## config.mk

```make
export PLATFORM = sky130hd
export DESIGN_NAME = ifu
export DESIGN_NICKNAME = d
export VERILOG_FILES = /design/src/rtl/ifu.sv
export SDC_FILE = /design/constraint.sdc
export NUM_CORES = 1
export LEC_CHECK = 0
export BUFFER_PORTS_ARGS = -buffer_cell sky130_fd_sc_hd__buf_2
export CAP_MARGIN = 20
export CORE_MARGIN = 2
export CORE_UTILIZATION = 50
export CTS_CLUSTER_DIAMETER = 200
export DETAILED_ROUTE_END_ITERATION = 16
export PLACE_DENSITY = 0.82
export SLEW_MARGIN = 20
export SYNTH_ARGS = -nofsm -noshare
export SYNTH_HDL_FRONTEND = slang
export SYNTH_SLANG_ARGS = --single-unit
```

## constraint.sdc

```tcl
create_clock -name clk -period 6 [get_ports clk]
set_input_delay 1.2 -clock clk [delete_from_list [all_inputs] [get_ports clk]]
set_output_delay 1.2 -clock clk [all_outputs]
set_load 0.05 [all_outputs]
```

## src/rtl/ifu.sv

```systemverilog
// Instruction fetch unit: byte-serial fetch of an opcode plus 0-3 operands,
// then microcode step sequencing until the decoder flags the last step.
// Optional build macro: IFU_OPERAND_CLEAR_EN clears d1-d3 when a new opcode
// lands, so operand slots beyond the instruction's length read zero.
module ifu #(
    parameter logic [15:0] RESET_PC = 16'h0000
) (
    input  logic        clk,
    input  logic        rst,
    output logic [15:0] mem_addr,
    output logic        mem_req,
    input  logic        mem_ack,
    input  logic [7:0]  mem_data,
    input  logic [1:0]  len,
    input  logic        last,
    input  logic        jmp,
    input  logic [15:0] jmp_addr,
    output logic [7:0]  insn,
    output logic [7:0]  d1,
    output logic [7:0]  d2,
    output logic [7:0]  d3,
    output logic [2:0]  is,
    output logic        iv,
    output logic [15:0] pc
);

    typedef enum logic [1:0] {FETCH_OP, DECODE, FETCH_D, EXEC} state_t;

    state_t          state_q, state_d;
    logic [15:0]     pc_q, pc_d;
    logic [15:0]     addr_q, addr_d;
    logic [7:0]      insn_q, insn_d;
    logic [2:0][7:0] opd_q, opd_d;
    logic [2:0]      is_q, is_d;
    logic [1:0]      k_q, k_d;
    logic [1:0]      n_q, n_d;
    logic            req_q, req_d;
    logic            iv_q, iv_d;

    logic            hs;
    logic            exec_end;
    logic [15:0]     pc_next;

    // A byte only completes while our own request is up; stray acks are ignored.
    assign hs       = req_q && mem_ack;
    assign exec_end = last || (is_q == 3'd7);
    assign pc_next  = pc_q + 16'd1 + {14'd0, n_q};

    // Next-state, datapath and registered-output decode.
    always_comb begin
        state_d = state_q;
        pc_d    = pc_q;
        addr_d  = addr_q;
        insn_d  = insn_q;
        opd_d   = opd_q;
        is_d    = is_q;
        k_d     = k_q;
        n_d     = n_q;
        case (state_q)
            FETCH_OP: begin
                addr_d = pc_q;
                if (hs) begin
                    insn_d  = mem_data;
                    k_d     = 2'd0;
`ifdef IFU_OPERAND_CLEAR_EN
                    opd_d   = '0;
`endif
                    state_d = DECODE;
                end
            end
            DECODE: begin
                // len is only trusted at the end of this cycle
                n_d     = len;
                addr_d  = pc_q + 16'd1;
                state_d = (len == 2'd0) ? EXEC : FETCH_D;
            end
            FETCH_D: begin
                if (hs) begin
                    for (int i = 0; i < 3; i++) begin
                        if (k_q == 2'(i)) opd_d[i] = mem_data;
                    end
                    k_d    = k_q + 2'd1;
                    addr_d = pc_q + 16'd2 + {14'd0, k_q};
                    if ((k_q + 2'd1) == n_q) state_d = EXEC;
                end
            end
            EXEC: begin
                if (exec_end) begin
                    is_d    = 3'd0;
                    pc_d    = jmp ? jmp_addr : pc_next;
                    addr_d  = pc_d;
                    state_d = FETCH_OP;
                end else begin
                    is_d = is_q + 3'd1;
                end
            end
            default: state_d = FETCH_OP;
        endcase
        // Request and valid follow the state being entered so both are registered.
        req_d = (state_d == FETCH_OP) || (state_d == FETCH_D);
        iv_d  = (state_d == EXEC);
    end

    // State register with synchronous reset; reset drops any pending request.
    always_ff @(posedge clk) begin
        if (rst) begin
            state_q <= FETCH_OP;
            pc_q    <= RESET_PC;
            addr_q  <= RESET_PC;
            insn_q  <= 8'h00;
            opd_q   <= '0;
            is_q    <= 3'd0;
            k_q     <= 2'd0;
            n_q     <= 2'd0;
            req_q   <= 1'b0;
            iv_q    <= 1'b0;
        end else begin
            state_q <= state_d;
            pc_q    <= pc_d;
            addr_q  <= addr_d;
            insn_q  <= insn_d;
            opd_q   <= opd_d;
            is_q    <= is_d;
            k_q     <= k_d;
            n_q     <= n_d;
            req_q   <= req_d;
            iv_q    <= iv_d;
        end
    end

    assign mem_addr = addr_q;
    assign mem_req  = req_q;
    assign insn     = insn_q;
    assign d1       = opd_q[0];
    assign d2       = opd_q[1];
    assign d3       = opd_q[2];
    assign is       = is_q;
    assign iv       = iv_q;
    assign pc       = pc_q;

endmodule

```

==> results.ini <==
[status]
outcome=completed

[critical_path]
r2r_start=pc[0]
reg2reg_to=mem_addr[14]
timing.critical_path.to_type=flip-flop
critical-path-max-stage-delay_ns=0.56
slowest_stage=dfxtp_1
reg2reg_setup_slack_ns=3.04
crit_path_start_kind=flip-flop
critPathBufInv=0
class_of_the_most_critical_setup_path=flip-flop to flip-flop
cp_max_fo=9
worstPathCellList=ha_1 -> nand2_1 -> nor3_1 -> xnor2_1 -> nor4_4 -> and4_1 -> mux2i_1 -> a22o_1
critical-path-top-delay-family=simple AND/OR/NAND/NOR gates
crit_path_dat_ns=3.21
worst-r2r-cell-count=8
worst-endpoint-required_ns=6.25
critical_path_depth=8

[cts]
cts_root_buf=clkbuf_8
ctsHoldBuffers=0
cts_setup_buffers=0
clk_latency_ns=0.36
ctsResizeCount=0
ctsLongestPathBuffers=2
tritoncts_clock_tree=done
clkTransAtPathRegs_ns=0.10
clock-sinks=75
cts.htree.levels=3
cts_made_buffers=9

[cells_and_area]
n_antenna_cell=0
layout-drive-gt1-share=0.191
multiInputGateArea_mm2=0.00285
final_nets=722
final_cell_count_no_fill=790
register_area_mm2=0.00150
area_growth_syn_to_layout_pct=14.5
n_fill_cell=802

[timing]
report.final.slew_viol_count=0
final_hold_viol_count=0
setup_tns_after_final_layout_ns=0
final.min_clock_period_ns=2.96
max_slew_headroom_at_the_worst_pin=0.473
setup_repair_after_global_routing_missed_its_margin=no
final_setup_vio_count=0
tightest_slew_ns=0.785
timing.fmax_mhz=338
clock-skew-final_ns=0.0139
post-route-worst-setup-slack_ns=3.04
layout_worst_path_cycle_share=0.494

[placed_design]
detailedPlacementHpwl_mm=9.46
finalWeightedCongestion=0.967
numPortBuffers=99
dp_worst_setup_slack_ns=2.72
numPlacedInstances=774

[floorplan]
floorplan.die_area_mm2=0.00995
die_height_um=99.8
effective_utilization_at_floorplan=0.521
fp-row-count=34
die_w_um=99.8
io-pin-count=100
design.core.area_mm2=0.00881

[drt]
detailroute.via_count=4815
wl_per_cell_um=16.8
postRouteWirelength_mm=13.3
first_iter_violations=474
postRouteAntennaNets=0
detail_route.drc_violations=0
vias_per_cell=6.09
drt-pass1-iter-count=5

[power]
power.density_mw_per_mm2=198
worst_ir_drop_vdd_v=0.000159
power_leakage_nw=2.11

[global_routing]
global_route.overflow_total=0
grt_antenna_before_repair=0
wire_length_of_the_first_global_routing_pass_mm=21.7
grt_pass1_vias=4480
grt_max_degree=67
globalRouteTotalUtil=0.269

[logic_synthesis]
synth-edff-count=0
yosysWarningCount=0
dominantRegCellSynth=dfxtp_1
synthCells=610
post_synth_num_cell_types=63
synth.cell_area_mm2=0.00459
synth_seq_cells=75
synth_fp_nets=655
syn-mean-instance-area_um2=7.52
async_flop_share=0
seq_area_frac_synth=0.327

[hold_path]
timing.hold.worst.class=flip-flop to flip-flop
hold_path_end=d1[1]
start_point_of_the_worst_hold_path=d1[1]
hold_depth=2

[flow_run]
max_capacitance_violation_count=0

==> metrics by stage <==
step / utilization / instance area (um2) / hold slack [ns] / power (mW)
finish: 0.596 / 5250 / 0.461 / 1.04
global route: 0.596 / 5250 / 0.481 / 1.08
CTS: 0.596 / 5250 / 0.460 / 1.04
detailed placement: 0.575 / 5060 / 0.446 / 0.658
global placement: 0.575 / 5060 / 0.442 / 0.656
floorplan: - / 4590 / 0.449 / 0.618
==> cell type report <==
type	instances	share of cell area
Clock inverter	7	0.0124
Multi-Input combinational cell	474	0.542
Tap cell	108	0.0257
Inverter	14	0.0100
Timing Repair Buffer	103	0.101
Clock buffer	9	0.0236
Sequential cell	75	0.286
==> report_power, final <==
part,internal [mW],switching (mW)
sequential,0.507,0.00875
combinational,0.0363,0.0970
clock,0.162,0.226
total,0.706,0.332
==> worst max-delay path by stage <==
stage | from | endpoint
detailed placement | rst | mem_addr[15]
global placement | rst | mem_addr[15]
floorplan | pc[0] | mem_addr[14]
CTS | pc[0] | mem_addr[14]
global route | pc[0] | mem_addr[14]
finish | pc[0] | mem_addr[14]
==> metal layers <==
| metal | global-route usage | wire, um | share of wire | vias up |
|---|---|---|---|---|
| met5 | 0 | 0 | 0 | - |
| met4 | 0.107 | 299 | 0.023 | 0 |
| met3 | 0.0365 | 994 | 0.075 | 29 |
| met2 | 0.436 | 6450 | 0.49 | 226 |
| met1 | 0.363 | 5540 | 0.42 | 2255 |
| li1 | - | - | - | 2305 |
==> flip-flops by register name (all words and copies together) (netlist names) <==
name      flops
k_q           2
d3            8
mem_req       1
pc           16
mem_addr     16
state_q       2
is            3
n_q           2
d1            8
iv            1
insn          8
d2            8
==> cell usage in the layout, fill, tap and decap left out, types with 5 or more instances in the layout <==
cell	n
dfxtp_1	75
xor2_1	10
nor4_1	5
a31oi_1	14
nand2b_1	8
a211oi_1	6
o21ai_0	44
xnor2_1	22
a21oi_1	54
buf_2	98
ha_1	12
clkbuf_8	9
buf_4	5
nor3_1	14
nor2_1	34
mux2i_1	10
nand3_1	36
o22ai_1	6
nand2_1	102
and3_1	7
inv_1	14
and2_1	9
nand4_1	6
==> worst reg2reg max path, cell delays in order, from the launching register on <==
cell,delay (ns)
dfxtp_1,0.56
ha_1,0.38
nand2_1,0.24
nor3_1,0.47
xnor2_1,0.22
nor4_4,0.33
and4_1,0.34
mux2i_1,0.10
a22o_1,0.23
==> synth_stat cells (all sizes together) (2+ instances only) <==
library cell | instances | area share
a22oi | 4 | 0.0065
o221ai | 2 | 0.0038
a31oi | 14 | 0.019
nand4 | 8 | 0.016
buf | 9 | 0.0098
o21ai | 45 | 0.049
nand2b | 8 | 0.011
a211o | 4 | 0.0076
inv | 14 | 0.011
mux2i | 10 | 0.022
o31ai | 3 | 0.0049
nor3b | 4 | 0.0076
and3 | 7 | 0.0095
nor3 | 15 | 0.017
a21boi | 2 | 0.0033
a311oi | 3 | 0.0057
a211oi | 6 | 0.0098
nand4b | 2 | 0.0038
ha | 12 | 0.033
clkbuf | 38 | 0.031
o211ai | 4 | 0.0065
xor2 | 10 | 0.019
a21o | 4 | 0.0065
o311ai | 2 | 0.0038
o2111ai | 3 | 0.0057
nor4 | 7 | 0.016
o22ai | 6 | 0.0082
nand3b | 2 | 0.0033
and4 | 3 | 0.0057
nand2 | 102 | 0.083
a21oi | 54 | 0.059
dfxtp | 75 | 0.33
a2bb2oi | 3 | 0.0057
fa | 2 | 0.0087
xnor2 | 22 | 0.042
or2 | 3 | 0.0041
nor2 | 35 | 0.029
and2 | 9 | 0.012
nand3 | 37 | 0.041
nor2b | 4 | 0.0055
==> cell families after synthesis <==
family | after synthesis | synth area share
AND/OR/NAND/NOR | 248 | 0.269
AO/OA/AOI/OAI | 169 | 0.225
flip-flops | 75 | 0.327
buffers and inverters | 61 | 0.0524
XOR/XNOR | 32 | 0.0611
adder cells (fa/ha/maj) | 14 | 0.0415
multiplexers | 11 | 0.0243
Note: power is estimated with default switching activity, not from simulation.
